[src/rtl/hazard_pkg.sv]
// Shared types and helpers for the pipeline hazard/forwarding controller.
package hazard_pkg;

    localparam int REG_W = 5;

    typedef enum logic [2:0] {
        NONE,
        HOLD,
        FLUSH,
        MD,
        LOAD,
        BR
    } stall_e;

    // Width of a value range 0..n, never narrower than one bit.
    function automatic int sel_w(input int n);
        return (n < 1) ? 1 : $clog2(n + 1);
    endfunction

endpackage

[src/rtl/md_busy_ctr.sv]
// Mul/div in-flight counter: loads the unit latency on issue, counts down,
// and is killed by an exception flush (with a one-cycle abort to the unit).
module md_busy_ctr
    import hazard_pkg::*;
#(
    parameter int MUL_LAT = 4,
    parameter int DIV_LAT = 33
) (
    input  logic clk,
    input  logic rst_n,
    input  logic start,
    input  logic is_div,
    input  logic flush,
    output logic busy,
    output logic abort
);

    localparam int CW = sel_w(DIV_LAT);

    logic [CW-1:0] cnt;

    always_ff @(posedge clk or negedge rst_n) begin
        if (!rst_n) begin
            cnt <= '0;
        end else if (flush) begin
            cnt <= '0;
        end else if (start) begin
            cnt <= is_div ? CW'(DIV_LAT) : CW'(MUL_LAT);
        end else if (cnt != '0) begin
            cnt <= cnt - 1'b1;
        end
    end

    assign busy  = (cnt != '0);
    assign abort = flush & busy;

endmodule

[src/rtl/hazard_ctrl.sv]
// Hazard and forwarding controller beside the ID stage.
// Optional per-cause stall counters: define HAZARD_PERF_EN.
module hazard_ctrl
    import hazard_pkg::*;
#(
    parameter int NUM_FWD  = 2,
    parameter int MUL_LAT  = 4,
    parameter int DIV_LAT  = 33,
    parameter int RST_HOLD = 1
) (
    input  logic                     clk,
    input  logic                     rst_n,
    input  logic                     id_valid,
    input  logic [REG_W-1:0]         id_rs,
    input  logic [REG_W-1:0]         id_rt,
    input  logic                     id_rs_use,
    input  logic                     id_rt_use,
    input  logic                     id_bj,
    input  logic                     id_hilo_rd,
    input  logic                     id_md_start,
    input  logic                     id_md_div,
    input  logic [NUM_FWD-1:0]       fwd_wr,
    input  logic [REG_W*NUM_FWD-1:0] fwd_rd,
    input  logic [NUM_FWD-1:0]       fwd_late,
    input  logic                     ex_flush,
    output logic [sel_w(NUM_FWD)-1:0] rs_sel,
    output logic [sel_w(NUM_FWD)-1:0] rt_sel,
    output logic                     pc_wr,
    output logic                     if_id_wr,
    output logic                     bubble,
    output logic                     inst_req_en,
    output logic                     md_busy,
    output logic                     md_abort
`ifdef HAZARD_PERF_EN
    ,
    output logic [31:0]              perf_md,
    output logic [31:0]              perf_load,
    output logic [31:0]              perf_br,
    output logic [31:0]              perf_hold
`endif
);

    localparam int SW = sel_w(NUM_FWD);
    localparam int HW = sel_w(RST_HOLD);

    logic [NUM_FWD-1:0] m_rs;
    logic [NUM_FWD-1:0] m_rt;
    logic [SW-1:0]      rs_win;
    logic [SW-1:0]      rt_win;
    logic               rs_late;
    logic               rt_late;
    logic [HW-1:0]      hold_cnt;
    logic               hold_act;
    logic               stall;
    logic               md_start;
    stall_e             cause;

    for (genvar k = 0; k < NUM_FWD; k++) begin : g_fwd
        logic [REG_W-1:0] rd;
        assign rd      = fwd_rd[REG_W*k +: REG_W];
        assign m_rs[k] = fwd_wr[k] && (rd != '0) &&
                         (rd == id_rs) && id_rs_use;
        assign m_rt[k] = fwd_wr[k] && (rd != '0) &&
                         (rd == id_rt) && id_rt_use;
    end

    // Walk oldest to youngest so the youngest match is written last.
    always_comb begin
        rs_win  = '0;
        rt_win  = '0;
        rs_late = 1'b0;
        rt_late = 1'b0;
        for (int k = NUM_FWD - 1; k >= 0; k--) begin
            if (m_rs[k]) begin
                rs_win  = SW'(k + 1);
                rs_late = fwd_late[k];
            end
            if (m_rt[k]) begin
                rt_win  = SW'(k + 1);
                rt_late = fwd_late[k];
            end
        end
    end

    always_ff @(posedge clk or negedge rst_n) begin
        if (!rst_n) begin
            hold_cnt <= HW'(RST_HOLD);
        end else if (hold_cnt != '0) begin
            hold_cnt <= hold_cnt - 1'b1;
        end
    end

    assign hold_act = !rst_n || (hold_cnt != '0);

    always_comb begin
        cause = NONE;
        if (hold_act) begin
            cause = HOLD;
        end else if (id_valid && ex_flush) begin
            cause = FLUSH;
        end else if (id_valid && md_busy && (id_hilo_rd || id_md_start)) begin
            cause = MD;
        end else if (id_valid && (rs_late || rt_late)) begin
            cause = LOAD;
        end else if (id_valid && id_bj && (m_rs[0] || m_rt[0])) begin
            cause = BR;
        end
    end

    assign stall = (cause == HOLD) || (cause == MD) ||
                   (cause == LOAD) || (cause == BR);

    assign pc_wr       = !stall;
    assign if_id_wr    = !stall;
    assign inst_req_en = !stall;
    assign bubble      = stall;
    assign rs_sel      = hold_act ? '0 : rs_win;
    assign rt_sel      = hold_act ? '0 : rt_win;
    assign md_start    = id_valid && id_md_start && !stall;

    md_busy_ctr #(
        .MUL_LAT (MUL_LAT),
        .DIV_LAT (DIV_LAT)
    ) u_md (
        .clk    (clk),
        .rst_n  (rst_n),
        .start  (md_start),
        .is_div (id_md_div),
        .flush  (ex_flush),
        .busy   (md_busy),
        .abort  (md_abort)
    );

`ifdef HAZARD_PERF_EN
    always_ff @(posedge clk or negedge rst_n) begin
        if (!rst_n) begin
            perf_md   <= '0;
            perf_load <= '0;
            perf_br   <= '0;
            perf_hold <= '0;
        end else begin
            if (cause == MD)   perf_md   <= perf_md + 32'd1;
            if (cause == LOAD) perf_load <= perf_load + 32'd1;
            if (cause == BR)   perf_br   <= perf_br + 32'd1;
            if (cause == HOLD) perf_hold <= perf_hold + 32'd1;
        end
    end
`endif

endmodule

[config.mk]
export PLATFORM = sky130hd
export DESIGN_NAME = hazard_ctrl
export DESIGN_NICKNAME = d
export VERILOG_FILES = /design/src/rtl/hazard_pkg.sv /design/src/rtl/md_busy_ctr.sv /design/src/rtl/hazard_ctrl.sv
export SDC_FILE = /design/constraint.sdc
export NUM_CORES = 1
export LEC_CHECK = 0
export CAP_MARGIN = 20
export CORE_MARGIN = 10
export CORE_UTILIZATION = 38
export DETAILED_ROUTE_END_ITERATION = 10
export PLACE_DENSITY = 0.82
export SYNTH_ARGS = -nofsm -noshare
export SYNTH_HDL_FRONTEND = slang
export SYNTH_SLANG_ARGS = --single-unit
[constraint.sdc]
create_clock -name clk -period 2.7 [get_ports clk]
set_input_delay 0.54 -clock clk [delete_from_list [all_inputs] [get_ports clk]]
set_output_delay 0.54 -clock clk [all_outputs]
set_load 0.05 [all_outputs]
==> impl_metrics.ini <==
[synth]
synth_enable_flop_cells = 0
yosys_warns = 0
post_synth_instance_area_sq_um = 773
syn-mean-instance-area_sq_um = 8.23
net_count_after_synthesis = 130
postSynthCellCount = 94
ys_ff_latch = 7
netlist-cell-type-count = 33
synth_ff_type = dfrtp_1
synth.yosys.seq_area_share = 0.228
synthArstFlopShare = 1.00

[clock_network]
cts_tree = yes
cts.sinks = 7
cts_buffers = 3
clk_transition_reported_paths_ns = 0.05
insertion_delay_ns = 0.25
cts.htree.levels = 1
cts.path.max_buffers = 2
clockRootBuffer = clkbuf_4

[critical_path]
critPathKind = in2out
arrival_ns = 2.26
critical_path.max_fanout = 3
critical_path.startpoint_type = input port
endpoint_of_the_lowest_slack_register_to_register_path = u_md.cnt[2]$_DFFE_PN0P_
cp-end-kind = primary output
critPathRequiredTime_ns = 2.16
setup.reg_to_reg.worst_slack_ns = 0.76
worst_r2r_src = u_md.cnt[0]$_DFFE_PN0P_
r2r.worst_path.cells = 8

[hold_path]
worstHoldStart = u_md.cnt[3]$_DFFE_PN0P_
hold_path.class = reg2reg
min_delay_worst_endpoint = u_md.cnt[3]$_DFFE_PN0P_
min_path_cells = 2

[place]
place_congestion = 0.814
dp.final_hpwl_mm = 2.43
dp_slack_ns = -0.490
placed_cells_incl_taps = 181
port_buffers = 43
dpl-instance-area_sq_mm = 0.00145

[pwr]
net_switching_fraction_of_the_power = 0.451
total_leakage_power_nw = 0.692
p_per_area_mw_per_mm2 = 563
seq_power_share = 0.207
report.power.total_w = 0.000879
share_clk_of_total_power = 0.107
cell_internal_power_dissipation_w = 0.000482
netSwitchingPower_w = 0.000397
comb_power_share = 0.686
worst_ir_drop_vdd_uv = 473

[route]
vias = 952
drt_wl_total_mm = 3.36
wl_per_cell_um = 17.5
detail_route.iter0.violations = 32
wl_met1_mm = 1.23
viasPerCell = 4.96
drt-pass1-iter-count = 4
ant_nets = 0
routed-wl-met2_mm = 1.70
wl_met3_um = 277
highest_layer = met4
detail_route.drc_violations = 0

[floorplanning]
chipHeight_um = 65.1
fp.dieArea_sq_mm = 0.00424
io-pin-count = 44
die_w_um = 65.1
initial_core_util = 0.398
fp-row-count = 16
core_region_area_sq_mm = 0.00194

[timing]
post-route-period-util = 1.04
hold_violations = 0
timing_worst_slew_pin_value_ns = 0.498
drv_slew = 0
grt_setup_unrepaired = yes
timing.final.crit_period_ns = 2.80
slew-limit-headroom = 0.667
worst_clock_skew_ns = 0.00122
fmax_ghz = 0.357
layout_setup_ws_ns = -0.102
timing.final.setup_violations = 4

[layout]
syn_to_final_growth_pct = 102
layout.cell_area.non_filler_sq_mm = 0.00156
finish.cell_count_without_fillers = 192
layout.filler_cells = 130
mostFrequentLayoutCell = buf_4
antenna_cells = 0
most-common-layout-cells = buf_4 (29), xnor2_1 (16), clkdlybuf4s50_1 (11)
finish.net_count = 202
drive_gt1_frac = 0.400

[global_route]
grt_max_degree = 8
gr-total-overflow = 0
first_pass_grt_wire_length_mm = 5.01
number_of_global_route_vias_before_repair = 1163
groute.usage.overall = 0.147
antenna_found_initial = 0

[run]
cap_violations = 0

[status]
violations_in_the_final_reports = setup timing
outcome = complete, but fails checks
## critical path: stages
cell      delay (ns)
buf_6           0.09
or4_4           0.54
o21ai_4         0.17
nor3_2          0.08
a22oi_2         0.22
o221ai_2        0.16
a21oi_4         0.27
buf_12          0.18
## logic make-up after synthesis
group / after synthesis / synth area share
AOI/OAI and AO/OA: 10 / 0.118
xor gates and xnor gates: 25 / 0.283
adders and majority gates: 2 / 0.0324
buffers and inverters: 7 / 0.0453
DFF: 7 / 0.228
muxes: 1 / 0.0129
other: 1 / 0.00485
and+or+nand+nor: 41 / 0.275
## state kept, by name, summed over array words and instances (netlist names)
| register | cells |
|---|---|
| u_md.cnt | 6 |
| hold_cnt | 1 |
## area by class of cell
type | instances | area (sq um) | share of cell area
timing repair buffer | 71 | 678 | 0.434
multi-input combinational | 80 | 636 | 0.407
sequential | 7 | 176 | 0.113
tap | 27 | 33.8 | 0.0216
clock buffer | 4 | 26.3 | 0.0168
inverter | 3 | 11.3 | 0.00721
## cells in the mapped netlist (all sizes together), types with 2 or more instances
library cell	number	share of area
xnor2	17	0.19
nor2	10	0.049
nand2	8	0.039
xor2	8	0.091
dfrtp	6	0.19
nand2b	4	0.032
nand4	4	0.032
nor3	4	0.026
and3	3	0.024
buf	3	0.026
inv	3	0.015
ha	2	0.032
nor2b	2	0.016
nor4	2	0.016
o21ai	2	0.018
## repair_timing
| item | CTS | global route |
|---|---|---|
| hold buffers | 0 | 0 |
| pin swaps | 14 | 14 |
| resized for setup | 53 | 21 |
| setup endpoints to repair | 8 | 8 |
| hold endpoints to repair | 0 | 0 |
| setup buffers | 3 | 4 |
## power groups by stage
stage	clock network, W	registers (W)	logic (W)
after global placement	0	0.000180	0.000566
after detailed placement	0	0.000184	0.000589
after floorplan	0	0.000176	0.000376
final	0.0000942	0.000182	0.000603
after global routing	0.000102	0.000191	0.000650
after CTS	0.0000938	0.000182	0.000592
## stage by stage
step | util | setup TNS, ns | hold WS [ns]
2_1_floorplan | - | -0.168 | 0.244
3_3_place_gp | 0.749 | -2.51 | 0.548
3_5_place_dp | 0.749 | -2.68 | 0.564
4_1_cts | 0.782 | -0.372 | 0.580
5_1_grt | 0.804 | -0.960 | 0.623
6_report | 0.804 | -0.402 | 0.575
## worst max path at each step
stage	start	endpoint	slack, ns	cells after the start
global placement	fwd_rd[4]	if_id_wr	-0.48	8
floorplan	fwd_rd[6]	inst_req_en	-0.08	7
finish	fwd_rd[9]	pc_wr	-0.10	8
detailed placement	fwd_rd[4]	pc_wr	-0.49	8
CTS	fwd_rd[9]	pc_wr	-0.12	8
global route	id_rt[2]	inst_req_en	-0.19	8
## metal layers
layer,global-route usage,vias to the layer above
met5,0,-
met4,0.0642,0
met3,0.0644,16
met2,0.273,50
met1,0.136,422
li1,-,464
(Power assumes the default switching activity.)
==> RTL change 1 (config.mk and constraints unchanged) <==
`NUM_FWD`: 2 -> 1.
--- a/src/rtl/hazard_ctrl.sv
+++ b/src/rtl/hazard_ctrl.sv
@@ -4,5 +4,5 @@
     import hazard_pkg::*;
 #(
-    parameter int NUM_FWD  = 2,
+    parameter int NUM_FWD  = 1,
     parameter int MUL_LAT  = 4,
     parameter int DIV_LAT  = 33,
Interface: changed (5 resized); port bits go from 44 to 35. The function was not compared with the original's and may differ.
==> RTL change 1 against the original RTL <==
Core utilization decreased by 5.4 points; clock power barely moved; combinational power shrank 9.6%; non-clock buffer count decreased by 20; wire length down 33%; setup slack better by 0.17 ns; sequential cell count is the same; total power shrank 8.3%; final area fell by 19%; synthesized cell count decreased by 19%; area after synthesis fell by 14%.
==> RTL change 1: results (changes against the original RTL) <==
| Metric | Value |
|---|---|
| Adder-cell area share of the yosys netlist | `3.75% (+0.51 points)` |
| Largest net degree at the start of global routing | `10 (+2)` |
| Placement Cell Area | `1180 um2 (-19%)` |
| Max Used Layer | `met3` |
| Vias in the first global route | `723 (-38%)` |
| Synth Area in Compound Gates | `16.1% (+4.3 points)` |
| Setup Skew | `0.00348 ns (+0.00227 ns)` |
| Area contributors post-synth | `dfrtp_1, xor2_1, xnor2_1, dfstp_2, nand2_1` |
| GR Util met1 | `15.4% (+1.8 points)` |
| Delay-heaviest family, CP | `buffers and inverters` |
| Drt total wl | `2240 um (-33%)` |
| Crit path launch | `id_rs[4]` |
| Global-route wire length before repair | `3550 um (-29%)` |
| Post-synthesis xor/xnor area fraction | `19.7% (-8.7 points)` |
| Crit path DAT | `2.09 ns (-0.17 ns)` |
| Die width | `61.9 um (-4.9%)` |
| Nonclk buf count | `51 (-28%)` |
| Static Leakage | `0.000586 uW (-15%)` |
| Multi-input combinational area share | `39.6% (-1.1 points)` |
| Share of post-route cells with drive strength above 1 | `33.6% (-6.4 points)` |
| Drt initial violations | `11 (-66%)` |
| Status | `complete, no violations` |
| Register area share after synthesis | `26.4% (+3.6 points)` |
| GRT Util Overall | `12.5% (-2.2 points)` |
| Peak VDD IR | `0.728 mV (+54%)` |
| Post_cts resized | `9 (-83%)` |
| First-pass DRT Iterations | `2 (-2)` |
| Comb_multi_in | `63 (-21%)` |
| Final hold slack | `0.586 ns (+0.0103 ns)` |
| Fraction of area in registers | `13.9% (+2.6 points)` |
| WL met2 | `1190 um (-30%)` |
| Placement Setup Slack | `-0.240 ns (+0.250 ns)` |
| Post-synthesis cell type count | `34 (+3.0%)` |
| Via/cell ratio | `5.09 (+2.6%)` |
| Synth cell count leaders | `xor2_1, nand2_1, dfrtp_1, nor2_1` |
| Clock-cell share | `2.07% (+0.39 points)` |
| Placed Instances | `136 (-25%)` |
| Hpwl dp | `1940 um (-20%)` |
| Wire length on met1 | `963 um (-21%)` |
| Min cycle time layout | `2.63 ns (-0.173 ns)` |
| Worst reg2reg path startpoint | `u_md.cnt[1]$_DFFE_PN0P_` |
| Max incr delay on CP | `0.41 ns (-0.13 ns)` |
| Post-CTS setup buffers | `5 (+2)` |
| Mux contribution to synthesized area | `0% (-1.3 points)` |
| NonClk Buf Share | `41.9% (-1.6 points)` |
[RTL change 1: cells by family after synthesis]
logic type | after synthesis
AO/OA/AOI/OAI | 11
XOR/XNOR | 15
adder cells (fa/ha/maj) | 2
buffers and inverters | 6
flip-flops | 7
other | 1
AND/OR/NAND/NOR | 34
[RTL change 1: final timing paths]
| kind | end | depth (start not counted) |
|---|---|---|
| max in group asynchronous | hold_cnt$_DFF_PN1_ | 2 |
| hold reg to reg | u_md.cnt[4]$_DFFE_PN0P_ | 2 |
| setup / recovery | bubble | 7 |
| setup reg to reg | u_md.cnt[0]$_DFFE_PN0P_ | 9 |
| min in group clk | u_md.cnt[4]$_DFFE_PN0P_ | 2 |
| hold / removal | u_md.cnt[1]$_DFFE_PN0P_ | 2 |
[RTL change 1: power by group]
group | internal (uW) | switching [uW]
registers | 138 | 29.3
clock network | 56.3 | 37.8
logic | 246 | 299
total | 440 | 366
==> RTL change 2 (config.mk and constraints unchanged) <==
Without the edit above. Put a register stage on the output `pc_wr`, with the module's reset. The value now appears one clock later. The other outputs are not delayed to match.
--- a/src/rtl/hazard_ctrl.sv
+++ b/src/rtl/hazard_ctrl.sv
@@ -111,5 +111,11 @@
                    (cause == LOAD) || (cause == BR);
 
-    assign pc_wr       = !stall;
+    always_ff @(posedge clk or negedge rst_n) begin
+        if (!rst_n) begin
+            pc_wr <= '0;
+        end else begin
+            pc_wr <= !stall;
+        end
+    end
     assign if_id_wr    = !stall;
     assign inst_req_en = !stall;
Behaviour: not the same (a bounded check fails within 4 cycles, from zero or initial values and one cycle with rst_n low).
==> RTL change 2 against the original RTL <==
The flow still finishes with violations (negative setup slack); sequential cell count is 1 higher; area after synthesis is 0.81% higher; final area is 1.5% lower; wire length is 13% lower; register-to-register slack better by 0.09 ns; total power is 2.0% lower; combinational power is 5.1% lower; setup slack better by 0.050 ns; sequential power is 5% higher; non-clock buffer count is 6 lower; worst hold slack worse by 0.088 ns; largest power group unchanged; highest routed layer unchanged.
==> RTL change 2: results (changes against the original RTL) <==
| Metric | Value |
|---|---|
| Status | `finished, violations left` |
| Failing checks | `negative setup slack` |
| Root Driver | `clkbuf_4` |
| Clk_lat worst skew | `~0.26 ns` |
| Post-synthesis cell type count | `32 (-3.0%)` |
| Final setup violating endpoints | `3 (-1)` |
| Setup Skew | `0.00626 ns (+0.00504 ns)` |
| Yosys warns | `0 (unchanged)` |
| Final nets | `196 (-3.0%)` |
| Top Registers | `u_md.cnt: 6 flops, hold_cnt: 1 flops, pc_wr: 1 flops` |
| CTS Buffer Depth | `2 (unchanged)` |
| Share of post-route cells with drive strength above 1 | `39.6% (-0.38 points)` |
| Global-route wire length before repair | `4930 um (-1.5%)` |
| Async SR Flop Fraction | `100% (unchanged)` |
| TritonCTS Buffers | `3 (unchanged)` |
| Worst slew pin tran | `0.501 ns (+0.00290 ns)` |
| Area contributors post-synth | `dfrtp_1, xnor2_1, xor2_1, nor2_1, nand2b_1` |
| Max incr delay on CP | `0.38 ns (-0.16 ns)` |
| HP Class | `input pin to async pin` |
| Delay-heaviest family, CP | `compound AO/OA/AOI/OAI gates` |
| Placement Cell Area | `1460 um2 (+0.52%)` |
| First-pass DRT Iterations | `4 (unchanged)` |
| Static Leakage | `0.000688 uW (-0.68%)` |
| Slowest-stage cell, CP | `a211o_1` |
| Syn nets | `127 (-2.3%)` |
| CP max FO | `3 (unchanged)` |
| Peak VDD IR | `0.325 mV (-31%)` |
| Vias in the first global route | `1101 (-5.3%)` |
| Setup ws final | `-0.0521 ns (+0.0503 ns)` |
| Drt initial violations | `37 (+16%)` |
| Via/cell ratio | `5.00 (+0.84%)` |
| Clock slew at reported path FFs | `0.05 ns (about the same)` |
| Synth cell count leaders | `xnor2_1, nor2_1, dfrtp_1, xor2_1` |
| IO buf count | `43 (unchanged)` |
| Final ANT Viol Nets | `0 (unchanged)` |
| Drt total wl | `2940 um (-13%)` |
| Largest net degree at the start of global routing | `7 (-1)` |
| GRT Util Overall | `14.4% (-0.24 points)` |
| GPL Wtd Cong | `0.795 (-2.3%)` |
| Main synth FF type | `dfrtp_1` |
| Initial antenna violation count | `0 (unchanged)` |
| Crit path DAT | `2.21 ns (-0.05 ns)` |
| Diode count | `0 (unchanged)` |
| Hpwl dp | `2500 um (+2.8%)` |
| H-Tree Depth | `1 (unchanged)` |
| Register area share after synthesis | `25.8% (+3.0 points)` |
[RTL change 2: changes by cell type after synthesis, sizes merged, moves of 2 or more]
cell / delta
buf: -2
nor3: +2
a21oi: +2
nand2: -2
[RTL change 2: area by class of cell]
class | instances | area [um2]
tap | 27 | 33.8
sequential | 8 | 201
timing repair buffer | 65 | 616
multi-input combinational | 80 | 653
inverter | 2 | 7.51
fill | 145 | 424
clock buffer | 4 | 26.3
[RTL change 2: stage by stage]
| stage | instances | worst slack (ns) | util (%) | TNS [ns] |
|---|---|---|---|---|
| 4_1_cts | 185 | -0.0937 | 77.8 | -0.260 |
| 3_3_place_gp | 178 | -0.346 | 74.5 | -1.24 |
| 6_report | 186 | -0.0521 | 78.4 | -0.0985 |
| 3_5_place_dp | 178 | -0.434 | 74.5 | -1.68 |
| 2_1_floorplan | 91 | -0.0686 | - | -0.0686 |
| 5_1_grt | 186 | -0.121 | 78.4 | -0.335 |
[RTL change 2: path summary, 6_finish.rpt]
check	start	endpoint	slack, ns	depth (start not counted)
max reg2reg	u_md.cnt[2]$_DFFE_PN0P_	u_md.cnt[1]$_DFFE_PN0P_	0.85	7
max in group asynchronous	rst_n	u_md.cnt[4]$_DFFE_PN0P_	1.88	2
min in group clk	u_md.cnt[4]$_DFFE_PN0P_	u_md.cnt[4]$_DFFE_PN0P_	0.57	2
min	rst_n	pc_wr$_DFF_PN0_	0.49	1
max	fwd_rd[0]	bubble	-0.05	8
min reg2reg	u_md.cnt[4]$_DFFE_PN0P_	u_md.cnt[4]$_DFFE_PN0P_	0.57	2
[RTL change 2: what timing repair did]
| item | in CTS | in global routing |
|---|---|---|
| gates resized for setup | 45 | 27 |
| hold buffers | 0 | 0 |
| setup endpoints to repair | 7 | 5 |
| cloned | 0 | 0 |
| pin swaps | 15 | 16 |
| buffers inserted | 3 | 1 |
[RTL change 2: cell families (layout without fill, tap and decap cells)]
group / count (synthesis) / count (layout) / share of synthesized area [%]
buf+inv: 3 / 71 / 1.93
xor+xnor: 24 / 24 / 27.0
simple gates: 41 / 41 / 27.9
other cells: 1 / 1 / 0.481
compound gates: 11 / 11 / 12.4
fa+ha+maj: 2 / 2 / 3.21
flops: 8 / 8 / 25.8
mux: 1 / 1 / 1.28
[RTL change 2: metal layers]
layer  routed length, um  GRT usage, %  vias to the layer above
met2                1470          25.2                       47
met5                   0             0                        -
met1                1100          13.5                      418
met3                 262          6.95                       10
li1                    -             -                      455
met4                 106          8.29                        0
[RTL change 2: power breakdown]
group          internal (uW)  switching (uW)
Combinational            270             302
Sequential               160            30.8
Clock                   56.6            42.1
Total                    486             375
